### config.mk
export PLATFORM = sky130hd
export DESIGN_NAME = isa_host_master_flat
export DESIGN_NICKNAME = d
export VERILOG_FILES = /design/src/rtl/isa_host_master_if.sv /design/src/rtl/isa_host_master.sv /design/src/flat_wrapper.sv
export SDC_FILE = /design/constraint.sdc
export NUM_CORES = 1
export LEC_CHECK = 0
export ABC_AREA = 1
export CORE_MARGIN = 3
export CORE_UTILIZATION = 65
export CTS_BUF_LIST = sky130_fd_sc_hd__clkbuf_4
export CTS_CLUSTER_DIAMETER = 60
export CTS_CLUSTER_SIZE = 10
export DETAILED_ROUTE_END_ITERATION = 8
export DONT_BUFFER_PORTS = 1
export GPL_TIMING_DRIVEN = 0
export PLACE_DENSITY = 0.81
export SLEW_MARGIN = 40
export SYNTH_ARGS = -nofsm -noshare
export SYNTH_HDL_FRONTEND = slang
export SYNTH_SLANG_ARGS = --single-unit
### constraint.sdc
create_clock -name clk -period 2.1 [get_ports clk]
set_input_delay 0.315 -clock clk [delete_from_list [all_inputs] [get_ports clk]]
set_output_delay 0.315 -clock clk [all_outputs]
set_load 0.05 [all_outputs]
### src/rtl/isa_host_master_if.sv
// AXI4-Lite slave-side channel bundle for the ISA host master bridge.
// The bridge uses the slave modport; the initiator (CPU side, or a bench) uses master.
interface isa_host_master_if;
    logic [31:0] s_axi_awaddr;
    logic        s_axi_awvalid;
    logic        s_axi_awready;
    logic [31:0] s_axi_wdata;
    logic [3:0]  s_axi_wstrb;
    logic        s_axi_wvalid;
    logic        s_axi_wready;
    logic [1:0]  s_axi_bresp;
    logic        s_axi_bvalid;
    logic        s_axi_bready;
    logic [31:0] s_axi_araddr;
    logic        s_axi_arvalid;
    logic        s_axi_arready;
    logic [31:0] s_axi_rdata;
    logic [1:0]  s_axi_rresp;
    logic        s_axi_rvalid;
    logic        s_axi_rready;

    modport slave (
        input  s_axi_awaddr, s_axi_awvalid, s_axi_wdata, s_axi_wstrb, s_axi_wvalid,
        input  s_axi_bready, s_axi_araddr, s_axi_arvalid, s_axi_rready,
        output s_axi_awready, s_axi_wready, s_axi_bresp, s_axi_bvalid,
        output s_axi_arready, s_axi_rdata, s_axi_rresp, s_axi_rvalid
    );

    modport master (
        output s_axi_awaddr, s_axi_awvalid, s_axi_wdata, s_axi_wstrb, s_axi_wvalid,
        output s_axi_bready, s_axi_araddr, s_axi_arvalid, s_axi_rready,
        input  s_axi_awready, s_axi_wready, s_axi_bresp, s_axi_bvalid,
        input  s_axi_arready, s_axi_rdata, s_axi_rresp, s_axi_rvalid
    );
endinterface

### src/rtl/isa_host_master.sv
// AXI4-Lite to ISA 8-bit I/O cycle bridge: one transaction at a time, with
// programmable setup/strobe/hold timing, IOCHRDY wait states and a wait timeout.
module isa_host_master #(
    parameter int SETUP_CYCLES  = 2,
    parameter int STROBE_CYCLES = 6,
    parameter int HOLD_CYCLES   = 2,
    parameter int RDY_TIMEOUT   = 1024
) (
    input  logic                    clk,
    input  logic                    reset_n,
    isa_host_master_if.slave        axi,
    output logic [9:0]              isa_addr,
    output logic [7:0]              isa_data_out,
    output logic                    isa_data_oe,
    input  logic [7:0]              isa_data_in,
    output logic                    isa_ior_n,
    output logic                    isa_iow_n,
    output logic                    isa_aen,
    input  logic                    isa_iochrdy,
    output logic                    busy,
    output logic                    timeout_err
);

    localparam logic [2:0] S_IDLE   = 3'd0;
    localparam logic [2:0] S_SETUP  = 3'd1;
    localparam logic [2:0] S_STROBE = 3'd2;
    localparam logic [2:0] S_WAIT   = 3'd3;
    localparam logic [2:0] S_HOLD   = 3'd4;
    localparam logic [2:0] S_RESP   = 3'd5;

    localparam logic [15:0] L_SETUP  = 16'(SETUP_CYCLES - 1);
    localparam logic [15:0] L_STROBE = 16'(STROBE_CYCLES - 1);
    localparam logic [15:0] L_HOLD   = 16'(HOLD_CYCLES - 1);
    localparam logic [15:0] L_TMO    = 16'(RDY_TIMEOUT - 1);

    localparam logic [1:0] RESP_OKAY   = 2'b00;
    localparam logic [1:0] RESP_SLVERR = 2'b10;

    logic [2:0]  r_state;
    logic [15:0] r_cnt;
    logic        r_go;
    logic        r_is_wr;
    logic        r_skip;
    logic        r_err;
    logic        r_awready;
    logic        r_wready;
    logic        r_arready;
    logic        r_bvalid;
    logic        r_rvalid;
    logic [1:0]  r_resp;
    logic [31:0] r_rdata;
    logic [9:0]  r_addr;
    logic [7:0]  r_dout;
    logic        r_oe;
    logic        r_ior_n;
    logic        r_iow_n;
    logic        r_timeout_err;
    logic        r_rdy_s1;
    logic        r_rdy_s2;

    logic w_rdy_s;
    logic w_strobe_done;
    logic w_abort;
    logic w_resp_done;
    logic w_unused;

    assign w_rdy_s       = r_rdy_s2;
    assign w_strobe_done = ((r_state == S_STROBE && r_cnt == 16'd0) || r_state == S_WAIT) && w_rdy_s;
    assign w_abort       = (r_state == S_WAIT) && !w_rdy_s && (r_cnt == L_TMO);
    assign w_resp_done   = (r_bvalid && axi.s_axi_bready) || (r_rvalid && axi.s_axi_rready);
    assign w_unused      = &{1'b0, axi.s_axi_awaddr[31:12], axi.s_axi_awaddr[1:0],
                             axi.s_axi_araddr[31:12], axi.s_axi_araddr[1:0],
                             axi.s_axi_wdata[31:8], axi.s_axi_wstrb[3:1]};

    // IOCHRDY is asynchronous to clk; idle-high so a reset never fakes a wait request
    always_ff @(posedge clk or negedge reset_n) begin
        if (!reset_n) begin
            r_rdy_s1 <= 1'b1;
            r_rdy_s2 <= 1'b1;
        end else begin
            r_rdy_s1 <= isa_iochrdy;
            r_rdy_s2 <= r_rdy_s1;
        end
    end

    always_ff @(posedge clk or negedge reset_n) begin
        if (!reset_n) begin
            r_state       <= S_IDLE;
            r_cnt         <= 16'd0;
            r_go          <= 1'b0;
            r_is_wr       <= 1'b0;
            r_skip        <= 1'b0;
            r_err         <= 1'b0;
            r_awready     <= 1'b0;
            r_wready      <= 1'b0;
            r_arready     <= 1'b0;
            r_bvalid      <= 1'b0;
            r_rvalid      <= 1'b0;
            r_resp        <= RESP_OKAY;
            r_rdata       <= 32'h0;
            r_addr        <= 10'h0;
            r_dout        <= 8'h0;
            r_oe          <= 1'b0;
            r_ior_n       <= 1'b1;
            r_iow_n       <= 1'b1;
            r_timeout_err <= 1'b0;
        end else begin
            r_awready     <= 1'b0;
            r_wready      <= 1'b0;
            r_arready     <= 1'b0;
            r_timeout_err <= 1'b0;
            case (r_state)
                S_IDLE: begin
                    // r_go marks the clock between the AXI handshake and the start of SETUP
                    if (r_go) begin
                        r_go <= 1'b0;
                        if (r_skip) begin
                            r_resp   <= RESP_OKAY;
                            r_bvalid <= 1'b1;
                            r_state  <= S_RESP;
                        end else begin
                            r_oe    <= r_is_wr;
                            r_cnt   <= L_SETUP;
                            r_state <= S_SETUP;
                        end
                    end else if (r_awready) begin
                        r_go    <= 1'b1;
                        r_is_wr <= 1'b1;
                        r_err   <= 1'b0;
                        r_skip  <= !axi.s_axi_wstrb[0];
                        if (axi.s_axi_wstrb[0]) begin
                            r_addr <= axi.s_axi_awaddr[11:2];
                            r_dout <= axi.s_axi_wdata[7:0];
                        end
                    end else if (r_arready) begin
                        r_go    <= 1'b1;
                        r_is_wr <= 1'b0;
                        r_err   <= 1'b0;
                        r_skip  <= 1'b0;
                        r_addr  <= axi.s_axi_araddr[11:2];
                    end else if (axi.s_axi_awvalid && axi.s_axi_wvalid) begin
                        r_awready <= 1'b1;
                        r_wready  <= 1'b1;
                    end else if (axi.s_axi_arvalid) begin
                        r_arready <= 1'b1;
                    end
                end
                S_SETUP: begin
                    if (r_cnt == 16'd0) begin
                        r_cnt   <= L_STROBE;
                        r_state <= S_STROBE;
                        if (r_is_wr) r_iow_n <= 1'b0;
                        else         r_ior_n <= 1'b0;
                    end else begin
                        r_cnt <= r_cnt - 16'd1;
                    end
                end
                S_STROBE, S_WAIT: begin
                    // Read data is latched on the same edge that raises the strobe
                    if (w_strobe_done || w_abort) begin
                        r_ior_n <= 1'b1;
                        r_iow_n <= 1'b1;
                        r_cnt   <= L_HOLD;
                        r_state <= S_HOLD;
                        if (w_abort) begin
                            r_err         <= 1'b1;
                            r_timeout_err <= 1'b1;
                            if (!r_is_wr) r_rdata <= 32'h0000_00FF;
                        end else if (!r_is_wr) begin
                            r_rdata <= {24'h0, isa_data_in};
                        end
                    end else if (r_state == S_STROBE) begin
                        if (r_cnt == 16'd0) begin
                            r_cnt   <= 16'd0;
                            r_state <= S_WAIT;
                        end else begin
                            r_cnt <= r_cnt - 16'd1;
                        end
                    end else begin
                        r_cnt <= r_cnt + 16'd1;
                    end
                end
                S_HOLD: begin
                    if (r_cnt == 16'd0) begin
                        r_oe    <= 1'b0;
                        r_resp  <= r_err ? RESP_SLVERR : RESP_OKAY;
                        r_state <= S_RESP;
                        if (r_is_wr) r_bvalid <= 1'b1;
                        else         r_rvalid <= 1'b1;
                    end else begin
                        r_cnt <= r_cnt - 16'd1;
                    end
                end
                S_RESP: begin
                    if (w_resp_done) begin
                        r_bvalid <= 1'b0;
                        r_rvalid <= 1'b0;
                        r_state  <= S_IDLE;
                    end
                end
                default: r_state <= S_IDLE;
            endcase
        end
    end

    assign axi.s_axi_awready = r_awready;
    assign axi.s_axi_wready  = r_wready;
    assign axi.s_axi_arready = r_arready;
    assign axi.s_axi_bvalid  = r_bvalid;
    assign axi.s_axi_rvalid  = r_rvalid;
    assign axi.s_axi_bresp   = r_resp;
    assign axi.s_axi_rresp   = r_resp;
    assign axi.s_axi_rdata   = r_rdata;

    assign isa_addr     = r_addr;
    assign isa_data_out = r_dout;
    assign isa_data_oe  = r_oe;
    assign isa_ior_n    = r_ior_n;
    assign isa_iow_n    = r_iow_n;
    assign isa_aen      = 1'b0;
    assign busy         = (r_state != S_IDLE);
    assign timeout_err  = r_timeout_err;

endmodule

### src/flat_wrapper.sv
// flat-port wrapper written by rule: the top's interface ports become plain ports
module isa_host_master_flat 
#(
    parameter int SETUP_CYCLES  = 2,
    parameter int STROBE_CYCLES = 6,
    parameter int HOLD_CYCLES   = 2,
    parameter int RDY_TIMEOUT   = 1024
)
  (clk, reset_n, isa_addr, isa_data_out, isa_data_oe, isa_data_in, isa_ior_n, isa_iow_n, isa_aen, isa_iochrdy, busy, timeout_err, axi_s_axi_awaddr, axi_s_axi_awvalid, axi_s_axi_wdata, axi_s_axi_wstrb, axi_s_axi_wvalid, axi_s_axi_bready, axi_s_axi_araddr, axi_s_axi_arvalid, axi_s_axi_rready, axi_s_axi_awready, axi_s_axi_wready, axi_s_axi_bresp, axi_s_axi_bvalid, axi_s_axi_arready, axi_s_axi_rdata, axi_s_axi_rresp, axi_s_axi_rvalid);
  isa_host_master_if axi_i ();
  input  logic clk;
  input  logic reset_n;
  output logic [9:0] isa_addr;
  output logic [7:0] isa_data_out;
  output logic isa_data_oe;
  input  logic [7:0] isa_data_in;
  output logic isa_ior_n;
  output logic isa_iow_n;
  output logic isa_aen;
  input  logic isa_iochrdy;
  output logic busy;
  output logic timeout_err;
  input wire logic [$bits(axi_i.s_axi_awaddr)-1:0] axi_s_axi_awaddr;
  input wire logic [$bits(axi_i.s_axi_awvalid)-1:0] axi_s_axi_awvalid;
  input wire logic [$bits(axi_i.s_axi_wdata)-1:0] axi_s_axi_wdata;
  input wire logic [$bits(axi_i.s_axi_wstrb)-1:0] axi_s_axi_wstrb;
  input wire logic [$bits(axi_i.s_axi_wvalid)-1:0] axi_s_axi_wvalid;
  input wire logic [$bits(axi_i.s_axi_bready)-1:0] axi_s_axi_bready;
  input wire logic [$bits(axi_i.s_axi_araddr)-1:0] axi_s_axi_araddr;
  input wire logic [$bits(axi_i.s_axi_arvalid)-1:0] axi_s_axi_arvalid;
  input wire logic [$bits(axi_i.s_axi_rready)-1:0] axi_s_axi_rready;
  output wire logic [$bits(axi_i.s_axi_awready)-1:0] axi_s_axi_awready;
  output wire logic [$bits(axi_i.s_axi_wready)-1:0] axi_s_axi_wready;
  output wire logic [$bits(axi_i.s_axi_bresp)-1:0] axi_s_axi_bresp;
  output wire logic [$bits(axi_i.s_axi_bvalid)-1:0] axi_s_axi_bvalid;
  output wire logic [$bits(axi_i.s_axi_arready)-1:0] axi_s_axi_arready;
  output wire logic [$bits(axi_i.s_axi_rdata)-1:0] axi_s_axi_rdata;
  output wire logic [$bits(axi_i.s_axi_rresp)-1:0] axi_s_axi_rresp;
  output wire logic [$bits(axi_i.s_axi_rvalid)-1:0] axi_s_axi_rvalid;
  assign axi_i.s_axi_awaddr = axi_s_axi_awaddr;
  assign axi_i.s_axi_awvalid = axi_s_axi_awvalid;
  assign axi_i.s_axi_wdata = axi_s_axi_wdata;
  assign axi_i.s_axi_wstrb = axi_s_axi_wstrb;
  assign axi_i.s_axi_wvalid = axi_s_axi_wvalid;
  assign axi_i.s_axi_bready = axi_s_axi_bready;
  assign axi_i.s_axi_araddr = axi_s_axi_araddr;
  assign axi_i.s_axi_arvalid = axi_s_axi_arvalid;
  assign axi_i.s_axi_rready = axi_s_axi_rready;
  assign axi_s_axi_awready = axi_i.s_axi_awready;
  assign axi_s_axi_wready = axi_i.s_axi_wready;
  assign axi_s_axi_bresp = axi_i.s_axi_bresp;
  assign axi_s_axi_bvalid = axi_i.s_axi_bvalid;
  assign axi_s_axi_arready = axi_i.s_axi_arready;
  assign axi_s_axi_rdata = axi_i.s_axi_rdata;
  assign axi_s_axi_rresp = axi_i.s_axi_rresp;
  assign axi_s_axi_rvalid = axi_i.s_axi_rvalid;
  isa_host_master #(.SETUP_CYCLES(SETUP_CYCLES), .STROBE_CYCLES(STROBE_CYCLES), .HOLD_CYCLES(HOLD_CYCLES), .RDY_TIMEOUT(RDY_TIMEOUT)) u_core (.clk(clk), .reset_n(reset_n), .axi(axi_i), .isa_addr(isa_addr), .isa_data_out(isa_data_out), .isa_data_oe(isa_data_oe), .isa_data_in(isa_data_in), .isa_ior_n(isa_ior_n), .isa_iow_n(isa_iow_n), .isa_aen(isa_aen), .isa_iochrdy(isa_iochrdy), .busy(busy), .timeout_err(timeout_err));
endmodule
# Word-level counts from Yosys, hierarchy flattened
# Index checks and enable logic that the tools add are counted.
word_totals:
  romBits: 0
  reg_bits: 85
  latch_bits: 0
  mem_bits_rw: 0
  output_inout_bits: 65
  memories: 0
  input_bits: 116
  word_cells: 157
op_classes:
  n_eq_ne: 24
  n_addsub: 2
  n_mul: 0
  shift: 0
  n_lt_le_gt_ge: 0
  bitwise_logic: 2
  n_mux: 73
  div: 0
  reduce_logical: 36
op_table:
  columns: ["cell", "count"]
  rows:
  - ["16-bit 2-to-1 mux", 7]
  - ["32-bit 2-to-1 mux", 3]
  - ["16-bit case mux with 4 select lines", 1]
  - ["1-bit 2-to-1 mux", 39]
  - ["4-bit AND reduction", 8]
  - ["10-bit 2-to-1 mux", 3]
  - ["3-bit 2-to-1 mux", 8]
  - ["2-bit by 1-bit != test with 1-bit output, second input constant", 9]
  - ["16-bit by 1-bit adder with 16-bit output, second input constant", 1]
  - ["16-bit by 10-bit == test with 1-bit output, second input constant", 1]
  - ["16-bit logical NOT", 1]
  - ["16-bit by 1-bit subtractor with 16-bit output, second input constant", 1]
  - ["3-bit case mux with 5 select lines", 1]
  - ["2-bit != test, second input constant", 6]
  - ["6-bit AND reduction", 2]
  - ["1-bit case mux with 2 select lines", 5]
  - ["2-bit nonzero test", 5]
  - ["3-bit by 1-bit != test with 1-bit output, second input constant", 3]
  - ["2-bit 2-to-1 mux", 4]
  - ["1-bit logical AND", 7]
  - ["3-bit by 2-bit == test with 1-bit output, second input constant", 2]
  - ["3-bit == test, second input constant", 2]
  - ["3-bit AND reduction", 2]
  - ["3-bit nonzero test", 2]
  - ["other kinds (10)", 14]

# Depth between registers and ports, before layout
logic_depth:
  ltp_word: 7
  mapped_depth: 13
  depth_no_buf: 13

# Least setup slack after synthesis
# No wires, ideal clock.
synth_timing:
  path_kind: "register to register"
  startpoint: "reg, netlist name u_core.axi.s_axi_wready"
  endpoint: "reg u_core.r_dout[0] (netlist: u_core.isa_data_out[0])"
  path_stages_with_launch: 7
  required_time_ns: 1.972
  arrival_ns: 1.683
  synth_period_minus_slack_ns: 1.811
  path_slack_ns: 0.289
  path_cell_list: "dfrtp_1 > buf_2 > nor2_1 > nor2_4 > nand2_2 > nor2_8 > mux2_1"
synth_rtl:
  columns: ["element", "line", "text"]
  rows:
  - ["end signal: assignment", "isa_host_master.sv:133", "r_dout <= axi.s_axi_wdata[7:0];"]
  - ["end: declaration", "isa_host_master.sv:53", "logic [7:0] r_dout;"]

==> impl_results.md <==
- Post-detailed-routing wire length: 10000 um
- CTS clk-pin slew, worst paths: 110 ps
- Top-area cell type share of the netlist area: 34.2%
- Detailed Place HPWL: 7340 um
- Most instantiated library cell after synthesis: sky130_fd_sc_hd__nand2_1
- Clk_lat worst skew: ~430 ps
- Floorplan core area: between 0.006 and 0.007 mm2
- TritonCTS clock tree: yes
- Iteration count of the initial detailed-routing pass: 5
- Cell chosen for the clock root: sky130_fd_sc_hd__clkbuf_4
- Ant. Diodes: 0
- Number of buffers inserted during clock tree synthesis: 9
- Element type at the critical path end: flip-flop
- Initial antenna violation count: 0
- Setup crit start kind: flip-flop
- GP Congestion: 0.900
- Class of the tightest hold or removal check: input port to flip-flop
- Count of boundary I/O pins: 181
- Final routed DRC violation total: 0
- DRC marker count from the first detailed-route iteration: 276
- Power Density: 1800 mW/mm2
- Horiz. Die Dim: 85.4 um
- Num rows: 28
- Starting utilization of the core area: about two thirds
- Longest Clk Path Bufs: 2
- CTS sink cnt: 60
- Max-capacitance violation count: 0
- Main area contributors after synthesis: sky130_fd_sc_hd__dfrtp_1 34%, sky130_fd_sc_hd__nand2_1 17%, sky130_fd_sc_hd__buf_4 6.1%, sky130_fd_sc_hd__nor2_1 5.2%, sky130_fd_sc_hd__nand3_1 4.0%
- Net count, final: 718
- Slew at the pin with the worst max-slew slack: approximately 670 ps
- Worst Path Arrival: about 2300 ps
- Detail Route Antenna Nets: 0
- Most frequent cells after synthesis: 186 x sky130_fd_sc_hd__nand2_1, 57 x sky130_fd_sc_hd__nor2_1, 56 x sky130_fd_sc_hd__dfrtp_1
- Largest vdd supply drop: 1.13 mV
- Final period utilization: 93.2%
- Number of setup violations in the final report: 0
- Pin count of the biggest net entering global routing: 61
- Max Clock Freq: 511 MHz
- Number of enable-type register cells in the synthesized netlist: 0
- Library cells used by synthesis: 40
- Area taken by multi-input logic gates: roughly 0.0022 mm2
- Area used by sequential logic in the layout: 0.00151 mm2
- Total Negative Setup Slacks: 0 ps
- Mapped cell area: 0.00409 mm2
- Final critical delay including setup and external delays: 1960 ps
- Maximum level of the CTS H-tree: 3
- Utilization of the core after routing: between 70% and 80%
- Setup repair after global routing missed its margin: false
- Vias in the first global route: around 3.6k
- Port Buf Inserts: 0
- Static leakage power: 0.00242 uW
- Drt wl/cell: 14.8 um
- Synth async-reset ratio: 100%
- Post-DP Area: 0.00428 mm2
- Proportion of layout cells with a drive suffix above 1: 19.2%
- Critical path type: flip-flop to flip-flop
- Post-route standard cell area excluding fillers: approximately 0.0045 mm2
- Data required time of the worst path: about 2400 ps
- Number of instances in the synthesized netlist: 555
- Total gr overflow: 0
- Total power draw: between 8000 and 9000 uW
- Synthesis warning total: 0
- Synth area leader: sky130_fd_sc_hd__dfrtp_1
- Worst slew margin relative to its limit: 55.4%
- Hold violation count in the final report: 0
- Critical-path maximum fanout: 10
- Via total after detailed routing: 3727
- Die Footprint: around 0.0073 mm2
- Post-route clock skew: between 30 and 40 ps
- Relative area change from synthesis to final layout: 11.0%
- Fill cells: just under 500
- First-pass GRT wire length: 16500 um
- Post-synthesis sequential area ratio: 36.8%
- Mapped Avg Cell Area: approximately 7.4 um2
- Vertical extent of the die: 85.4 um
- Synth Flop Type: sky130_fd_sc_hd__dfrtp_1
- Mean number of vias per cell: 5.50
- Count of final max-slew check failures: 0
- Outcome: completed
- Post-synthesis register bit count: 60
- Tot GR Track Use: ~29%
==> per-stage QoR <==
| stage | std cells | setup WS [ps] | hold slack [ps] |
|---|---|---|---|
| after global placement | 656 | 98.9 | 20.7 |
| after detailed placement | 656 | 91.1 | 20.8 |
| after global routing | 678 | 13.9 | 9.63 |
| final | 678 | 142 | 27.0 |
| after CTS | 674 | 67.0 | 17.7 |
| after floorplan | 581 | 289 | 19.4 |
==> area by class of cell <==
class | instances | area share (%)
buffer | 48 | 7.60
clock buffer | 10 | 1.65
clock inverter | 5 | 2.23
inverter | 42 | 3.52
multi-input combinational | 431 | 48.0
sequential | 60 | 33.2
tap | 75 | 2.06
timing repair buffer | 7 | 1.71
==> what timing repair did <==
item                                    4_1_cts  5_1_grt
endpoints found under the hold margin        61        0
endpoints found under the setup margin        0       15
gates resized for setup                       0        3
buffers inserted                              0        4
hold buffers                                  3        0
==> path summary, 6_finish.rpt <==
| path | slack [ps] | startpoint | endpoint | depth (start not counted) |
|---|---|---|---|---|
| setup / recovery | 140 | u_core.axi.s_axi_wready | u_core.isa_addr[3] | 4 |
| hold / removal | 30 | axi_s_axi_wdata[5] | u_core.isa_data_out[5] | 1 |
| setup reg to reg | 140 | u_core.axi.s_axi_wready | u_core.isa_addr[3] | 4 |
| hold reg to reg | 370 | u_core.r_rdy_s1 | u_core.r_rdy_s2 | 0 |
| max in group asynchronous | 1370 | reset_n | u_core.isa_iow_n | 2 |
| min in group asynchronous | 390 | reset_n | u_core.r_cnt[9] | 2 |
==> critical path: stages (launching register included) <==
cell and delay, ps:
sky130_fd_sc_hd__dfrtp_1 660, sky130_fd_sc_hd__buf_2 270, sky130_fd_sc_hd__clkbuf_1 530, sky130_fd_sc_hd__mux2i_1 290, sky130_fd_sc_hd__a21oi_1 100
==> metal layers <==
metal / track usage, % / share of wire, % / vias up
met5: 0 / 0 / -
met4: 10.5 / 1.9 / 0
met3: 8.16 / 10 / 21
met2: 46.6 / 47 / 179
met1: 36.9 / 41 / 1721
li1: - / - / 1806
==> state kept, by name, indices dropped and copies added (netlist names), 3 cells and up <==
| register | flops |
|---|---|
| u_core.r_cnt | 16 |
| u_core.isa_addr | 10 |
| u_core.axi.s_axi_rdata | 8 |
| u_core.isa_data_out | 8 |
| u_core.r_state | 3 |
==> power by group <==
part / internal [uW] / leakage, uW / total (uW) / switching, uW
clock network: 606 / 0.0000901 / 1060 / 458
registers: 1580 / 0.000754 / 2880 / 1300
logic: 1380 / 0.00158 / 4220 / 2840
==> kinds of logic after synthesis <==
family | Yosys count | share of synthesized area (%)
flops | 60 | 36.8
mux | 18 | 4.65
compound gates | 58 | 8.62
buf+inv | 90 | 12.4
xor+xnor | 11 | 2.35
fa+ha+maj | 3 | 0.917
other cells | 1 | 0.0916
simple gates | 314 | 34.2
==> layout by cell type (no fill, tap or decap), types with 8 or more instances in the layout <==
| cell type | instances |
|---|---|
| sky130_fd_sc_hd__a21oi_1 | 17 |
| sky130_fd_sc_hd__nand2_2 | 13 |
| sky130_fd_sc_hd__inv_1 | 32 |
| sky130_fd_sc_hd__buf_2 | 9 |
| sky130_fd_sc_hd__nor2_1 | 57 |
| sky130_fd_sc_hd__conb_1 | 27 |
| sky130_fd_sc_hd__nand3_1 | 33 |
| sky130_fd_sc_hd__buf_4 | 37 |
| sky130_fd_sc_hd__o211ai_1 | 9 |
| sky130_fd_sc_hd__nand2_1 | 184 |
| sky130_fd_sc_hd__clkbuf_4 | 10 |
| sky130_fd_sc_hd__o21ai_0 | 19 |
| sky130_fd_sc_hd__mux2_1 | 8 |
| sky130_fd_sc_hd__xor2_1 | 9 |
| sky130_fd_sc_hd__mux2i_1 | 10 |
| sky130_fd_sc_hd__inv_2 | 8 |
| sky130_fd_sc_hd__dfrtp_1 | 55 |
No activity file was read; power rests on OpenSTA's default activity.
